[config.mk]
export PLATFORM = sky130hd
export DESIGN_NAME = spram_arbiter
export DESIGN_NICKNAME = d
export VERILOG_FILES = /design/src/rtl/spram_arb_pkg.sv /design/src/rtl/spram_rr_arb2.sv /design/src/rtl/spram_arbiter.sv
export SDC_FILE = /design/constraint.sdc
export NUM_CORES = 1
export LEC_CHECK = 0
export CAP_MARGIN = 25
export CORE_MARGIN = 4
export CORE_UTILIZATION = 43
export CTS_CLUSTER_SIZE = 40
export DETAILED_ROUTE_END_ITERATION = 10
export PLACE_DENSITY = 0.85
export RECOVER_POWER = 100
export SETUP_SLACK_MARGIN = 0.15
export SLEW_MARGIN = 0
export SYNTH_ARGS = -nofsm -noshare
export SYNTH_HDL_FRONTEND = slang
export SYNTH_SLANG_ARGS = --single-unit
[constraint.sdc]
create_clock -name clock -period 2.75 [get_ports clock]
set_clock_uncertainty 0.1 [all_clocks]
set_input_delay 0.275 -clock clock [delete_from_list [all_inputs] [get_ports clock]]
set_output_delay 0.275 -clock clock [all_outputs]
set_load 0.01 [all_outputs]
[src/rtl/spram_arb_pkg.sv]
// rtl/spram_arb_pkg.sv - shared state encoding, port ids and read latency for the spram arbiter
package spram_arb_pkg;

  typedef enum logic {
    ST_CLEAR = 1'b0,
    ST_RUN   = 1'b1
  } state_t;

  localparam logic PORT_A = 1'b0;
  localparam logic PORT_B = 1'b1;

  // Cycles from grant to rvalid: one to register the address, one for the RAM q register.
  localparam int RD_LAT = 2;

endpackage

[src/rtl/spram_rr_arb2.sv]
// rtl/spram_rr_arb2.sv - two-input round-robin arbiter with one-hot combinational grant
module spram_rr_arb2
  import spram_arb_pkg::*;
(
  input  logic       clock,
  input  logic       reset_n,
  input  logic [1:0] req,
  input  logic       enable,
  output logic [1:0] gnt
);

  logic last;

  // Serve a lone requester; on a tie serve the port that was not granted most recently
  always_comb begin
    gnt = 2'b00;
    if (enable) begin
      if (req[PORT_A] && (!req[PORT_B] || last == PORT_B)) begin
        gnt[PORT_A] = 1'b1;
      end else if (req[PORT_B]) begin
        gnt[PORT_B] = 1'b1;
      end
    end
  end

  // Remember the most recent winner; starting at B lets A take the first tie
  always_ff @(posedge clock) begin
    if (!reset_n) begin
      last <= PORT_B;
    end else if (gnt[PORT_A]) begin
      last <= PORT_A;
    end else if (gnt[PORT_B]) begin
      last <= PORT_B;
    end
  end

endmodule

[src/rtl/spram_arbiter.sv]
// rtl/spram_arbiter.sv - two-port round-robin front end for a single-clock spram with optional clear sweep
module spram_arbiter
  import spram_arb_pkg::*;
#(
  parameter int                    addr_width     = 8,
  parameter int                    data_width     = 8,
  parameter int                    numwords       = 1 << addr_width,
  parameter bit                    clear_on_reset = 1'b1,
  parameter logic [data_width-1:0] clear_value    = '0
) (
  input  logic                  clock,
  input  logic                  reset_n,
  output logic                  busy,
  input  logic                  a_req,
  input  logic                  a_we,
  input  logic [addr_width-1:0] a_addr,
  input  logic [data_width-1:0] a_wdata,
  output logic                  a_gnt,
  output logic                  a_rvalid,
  input  logic                  b_req,
  input  logic                  b_we,
  input  logic [addr_width-1:0] b_addr,
  input  logic [data_width-1:0] b_wdata,
  output logic                  b_gnt,
  output logic                  b_rvalid,
  output logic [data_width-1:0] rdata,
  output logic [addr_width-1:0] ram_rdaddress,
  output logic [addr_width-1:0] ram_wraddress,
  output logic [data_width-1:0] ram_data,
  output logic                  ram_wren,
  input  logic [data_width-1:0] ram_q
);

  localparam logic [addr_width-1:0] LAST_ADDR = addr_width'(numwords - 1);

  state_t                state;
  logic [addr_width-1:0] clr_addr;
  logic [1:0]            gnt;
  logic                  sel_b;
  logic                  gnt_we;
  logic [addr_width-1:0] gnt_addr;
  logic [data_width-1:0] gnt_wdata;
  logic [RD_LAT-1:0]     rd_v;
  logic [RD_LAT-1:0]     rd_id;

  // Arbitration is held off while the clear sweep owns the RAM and while reset is asserted
  spram_rr_arb2 u_arb (
    .clock   (clock),
    .reset_n (reset_n),
    .req     ({b_req, a_req}),
    .enable  ((state == ST_RUN) && reset_n),
    .gnt     (gnt)
  );

  assign a_gnt     = gnt[PORT_A];
  assign b_gnt     = gnt[PORT_B];
  assign sel_b     = gnt[PORT_B];
  assign gnt_we    = sel_b ? b_we    : a_we;
  assign gnt_addr  = sel_b ? b_addr  : a_addr;
  assign gnt_wdata = sel_b ? b_wdata : a_wdata;
  assign busy      = (state == ST_CLEAR);

  // Clear sweep / run FSM; also the issue stage that registers the RAM controls
  always_ff @(posedge clock) begin
    if (!reset_n) begin
      state         <= clear_on_reset ? ST_CLEAR : ST_RUN;
      clr_addr      <= '0;
      ram_wren      <= 1'b0;
      ram_rdaddress <= '0;
      ram_wraddress <= '0;
      ram_data      <= '0;
    end else begin
      case (state)
        ST_CLEAR: begin
          ram_wren      <= 1'b1;
          ram_data      <= clear_value;
          ram_rdaddress <= clr_addr;
          ram_wraddress <= clr_addr;
          // clr_addr parks on the last word so it never wraps
          if (clr_addr == LAST_ADDR) begin
            state <= ST_RUN;
          end else begin
            clr_addr <= clr_addr + 1'b1;
          end
        end
        default: begin
          if (|gnt) begin
            ram_wren      <= gnt_we;
            ram_rdaddress <= gnt_addr;
            ram_wraddress <= gnt_addr;
            ram_data      <= gnt_wdata;
          end else begin
            ram_wren <= 1'b0;
          end
        end
      endcase
    end
  end

  // Track reads only, tagged with the issuing port, so writes never raise rvalid
  always_ff @(posedge clock) begin
    if (!reset_n) begin
      rd_v  <= '0;
      rd_id <= '0;
    end else begin
      rd_v  <= {rd_v[RD_LAT-2:0], (|gnt) && !gnt_we};
      rd_id <= {rd_id[RD_LAT-2:0], sel_b};
    end
  end

  assign a_rvalid = rd_v[RD_LAT-1] && (rd_id[RD_LAT-1] == PORT_A);
  assign b_rvalid = rd_v[RD_LAT-1] && (rd_id[RD_LAT-1] == PORT_B);
  assign rdata    = rd_v[RD_LAT-1] ? ram_q : '0;

endmodule

# Yosys cells after proc, flatten, opt, wreduce, memory -nomap -nowiden
# Cells that the tools add are included.
[totals] reg_bits=31 inputBits=46 out_inout_bits=38
[classes] addsub=1 eq_ne=2 mux=16 bitwise=3 reduce_logical=12
[ops] operator="$mux W8" count=5
[ops] operator="$mux W1" count=10
[ops] operator="$add A8 B1 Y8 const B" count=1
[ops] operator="$eq A8 B8 Y1 const B" count=1
[ops] operator="$logic_and A1 B1 Y1" count=5
[ops] operator="$reduce_and A2 Y1" count=2
[ops] operator="$not A1 Y1" count=3
[ops] operator="$logic_not A1 Y1" count=2
[ops] operator="$mux W2" count=1
[ops] operator="$ne A2 B1 Y1 const B" count=1
[ops] operator="$reduce_bool A2 Y1" count=1
[ops] operator="$reduce_or A2 Y1" count=1
[ops] operator="$logic_or A1 B1 Y1" count=1

# Longest topological paths before layout
[depth] word_depth=8 mapped_depth=5

# By module
# From an unflattened synthesis, not the netlist that was laid out.
[unflattened] hier_cells=193 hier_area_um2=1625.3
[modules_own_cells] module="spram_arbiter" instances=1 cells_per_inst=185 area_per_inst_um2=1569.0 seq_area_each_um2=600.6
[modules_own_cells] module="spram_rr_arb2" instances=1 cells_per_inst=8 area_per_inst_um2=56.3 seq_area_each_um2=20.0

# Worst setup path before layout
# No wires, ideal clock.
[synth_path] path_kind="reg2reg" startpoint="reg state" endpoint="reg ram_data[0]" t_arrival_ps=1135 required_ps=2528 slack_ps=1393 stages_incl_launch_ff=6 path_cell_list="dfxtp_1 buf_6 o211ai_2 buf_2 a211oi_1 nor3_1"
[synth_via] elab_chain_cells=3 elab_cells_between_ends=5
[synth_lines] element="start: declaration" line="spram_arbiter.sv:36" rtl="state_t state;"
[synth_lines] element="start signal: assignment" line="spram_arbiter.sv:66" rtl="state <= clear_on_reset ? ST_CLEAR : ST_RUN;"
[synth_lines] element="$logic_and A1 B1 Y1" line="spram_arbiter.sv:51" rtl=".enable ((state == ST_RUN) && reset_n),"
[synth_lines] element="$mux W2" line="spram_rr_arb2.sv:17" rtl="if (enable) begin"
[synth_lines] element="$mux W8 or $reduce_or A2 Y1 (tied branches)" line="spram_arbiter.sv:60, spram_arbiter.sv:87"
[synth_lines] element="end signal: assignment" line="spram_arbiter.sv:76" rtl="ram_data <= clear_value;"
[synth_lines] element="end signal: assignment" line="spram_arbiter.sv:91" rtl="ram_data <= gnt_wdata;"
[synth_lines] element="end: declaration" line="spram_arbiter.sv:29" rtl="output logic [data_width-1:0] ram_data,"
# Several ways; a longest one is shown, not always the timed one.
# A chain may end at the register's enable or synchronous reset.

# Worst setup path in the final report
[layout_path] startpoint="in reset_n" endpoint="out b_gnt"
[layout_via] elab_chain_cells=2
[layout_lines] element="start: declaration" line="spram_arbiter.sv:12" rtl="input logic reset_n,"
[layout_lines] element="$logic_and A1 B1 Y1" line="spram_arbiter.sv:51"
[layout_lines] element="$mux W2" line="spram_rr_arb2.sv:17"
[layout_lines] element="end: declaration" line="spram_arbiter.sv:24" rtl="output logic b_gnt,"
# Every way passes these cells.

==> results by group <==
Run status
  • Outcome: finished clean

Worst setup path
  • Internal reg-to-reg setup slack: 0.96 ns
  • Crit-path max FO: 10
  • Worst setup EP type: primary output
  • Crit path kind: input pin to primary output
  • CP startpoint: reset_n
  • Reg2reg start: state
  • Critical Path End: b_gnt
  • Worst setup SP type: input pin
  • Reg2reg path depth: 4
  • Arrival time worst endpoint: 2.09 ns
  • Reg2reg end: ram_data[0]
  • Worst EP required: 2.38 ns

Finish
  • Layout Utilization: 67.1%
  • Layout area overhead: 48.4%
  • # diodes: 0
  • Final net count: 314
  • Number of fillers in the final layout: 336
  • Share of layout cells above drive strength 1: 5.22%

Timing
  • Min Clock Period, post-route: 2.47 ns
  • Setup WS post-layout: 0.283 ns
  • Fmax: 405 MHz
  • Count of final setup violators: 0
  • Worst slew pin tran: 0.755 ns
  • RSZ-0062 raised after global routing: no
  • Max Slew Vio Count: 0
  • Fin Hold WS: 0.335 ns
  • Setup TNS: 0 ns
  • Hold Fails Final Rpt: 0
  • Final Cycle Share: 89.7%
  • Slew Limit Headroom: 49.5%

GRT
  • GRT overflow: 0
  • GRT Util Overall: 19.7%
  • First-pass GRT wire length: 7990 um
  • Initial antenna violation count: 0
  • Largest net degree at the start of global routing: 25
  • Vias in the first global route: 1738

Clock tree
  • Post-CTS sizing: 0
  • CTS buffer count: 5
  • Clock root cell: clkbuf_8
  • Hold Buf Count CTS: 0
  • Clk_lat worst skew: 0.28 ns
  • Clock Tree Buf Depth: 2
  • CTS tree: built
  • Setup bufs post-CTS: 0
  • H-tree depth: 2
  • Clock sinks: 31
  • Clock transition at path regs: 0.06 ns

Synth
  • Dominant synthesized flop cell: dfxtp_1
  • Commonest cells post-synth: dfxtp_1, nor3_1, a211oi_1, and2_1, o21ai_0
  • Syn Nets: 239
  • Average size of a mapped cell: 8.82 um2
  • Ranking of synthesized cells by area: dfxtp_1, nor3_1, a211oi_1, a2111oi_2, and2_1
  • Top-count cell post-synth: dfxtp_1
  • Asr flop ratio synth: 0%
  • Synth warnings: 0
  • Count of cell types in the netlist: 38
  • Largest area contributor in the netlist: dfxtp_1
  • #FFs+latches synth: 31
  • Cell Area, Synth: 1690 um2
  • Cells after synthesis: 192
  • Sequential share of the synthesized area: 36.7%
  • Yosys top cell area share: 36.7%
  • EDFF count, synth: 0

Pwr
  • Leakage power: 1.05 nW
  • Maximum vdd drop: 185 uV
  • Pwr Density: 364 nW/um2

Drt
  • Via count: 1719
  • Met3 wire length: 385 um
  • WL final: 4710 um
  • M1 WL: 2080 um
  • WL per Instance: 14.9 um
  • Uppermost layer routed: met4
  • Post-DR vias/cell: 5.44
  • Met2 wire len: 2180 um
  • DRT iter0 DRCs: 62
  • Pre-antenna DRT Iters: 4
  • DRT antenna net count: 0
  • DRC violations left: 0

Die
  • FP Rows: 22
  • Initial core utilization: 45.2%
  • Core area: 3740 um2
  • Die X: 70.7 um
  • Die Span Y: 70.7 um
  • Die ar.: 5000 um2
  • IO Count: 84

Min path
  • HP Class: register to register
  • WHS Path Cells: 1

Placed design
  • Worst slack, placed: 0.386 ns
  • Detail Placement HPWL: 3520 um
  • Port bufs: 83
  • Gpl congestion: 0.839

Run
  • Max Cap Viol: 0
[final cells by class]
| cell class | count | area [um2] | share of cell area (%) |
|---|---|---|---|
| clock inverters | 1 | 5.00 | 0.199 |
| inverters | 6 | 22.5 | 0.896 |
| repair buffers | 88 | 858 | 34.2 |
| flip-flops and latches | 31 | 621 | 24.7 |
| well taps | 48 | 60.1 | 2.39 |
| multi-input cells | 135 | 870 | 34.6 |
| clock buffers | 7 | 76.3 | 3.04 |
[per-layer routing]
layer  vias up  GRT usage (%)
met5         -              0
met4         0           7.72
met3         7           6.25
met2        71           33.0
met1       786           23.4
li1        855              -
[per-stage QoR]
step / area [um2] / cells / total power [mW]
floorplan: 1690 / 192 / 0.508
global placement: 2480 / 308 / 0.590
detailed placement: 2480 / 308 / 0.591
CTS: 2570 / 316 / 0.935
global route: 2510 / 316 / 0.957
finish: 2510 / 316 / 0.914
[worst min path at each step]
stage	startpoint	endpoint	slack, ns
floorplan	a_we	rd_v[0]	0.27
global placement	rd_id[0]	rd_id[1]	0.32
detailed placement	rd_id[0]	rd_id[1]	0.32
CTS	rd_id[0]	rd_id[1]	0.34
global route	rd_v[0]	rd_v[1]	0.36
finish	rd_id[0]	rd_id[1]	0.33
[power breakdown]
| group | switching, mW | total (mW) | internal (mW) |
|---|---|---|---|
| combinational | 0.0368 | 0.111 | 0.0738 |
| clock | 0.162 | 0.339 | 0.177 |
| sequential | 0.00803 | 0.464 | 0.456 |
| total | 0.207 | 0.914 | 0.707 |
[registers in the layout, summed over array words and instances (netlist names)]
name / cells
clr_addr: 8
ram_data: 8
ram_wraddress: 8
rd_id: 2
rd_v: 2
ram_wren: 1
state: 1
u_arb.last: 1
[critical path, stage by stage]
cell           delay, ns
dlygate4sd3_1       0.74
and2_0              0.26
nand2_4             0.12
inv_1               0.08
dlygate4sd3_1       0.61
[logic make-up after synthesis]
family	after synthesis	share of synthesized area [%]
and+or+nand+nor	78	26.1
AOI/OAI and AO/OA	53	25.4
DFF	31	36.7
adders and majority gates	1	0.739
muxes	3	1.77
buffers and inverters	26	9.39
[cell usage in the layout, fill, tap and decap left out, drive strengths merged, types with 2 or more instances in the layout]
master,netlist,routed
inv,6,6
nor2,9,9
and2,16,16
and3,4,4
nand2,8,8
a21oi,3,3
a31oi,4,4
dlygate4sd3,0,38
o21ai,14,14
and4,2,2
dfxtp,31,31
nor3,25,25
o211ai,2,2
clkbuf,2,10
a2111oi,7,7
nor2b,6,6
and4b,2,2
a211oi,16,16
clkdlybuf4s50,0,45
buf,18,2
mux2i,3,3
Note: power is estimated with default switching activity, not from simulation.
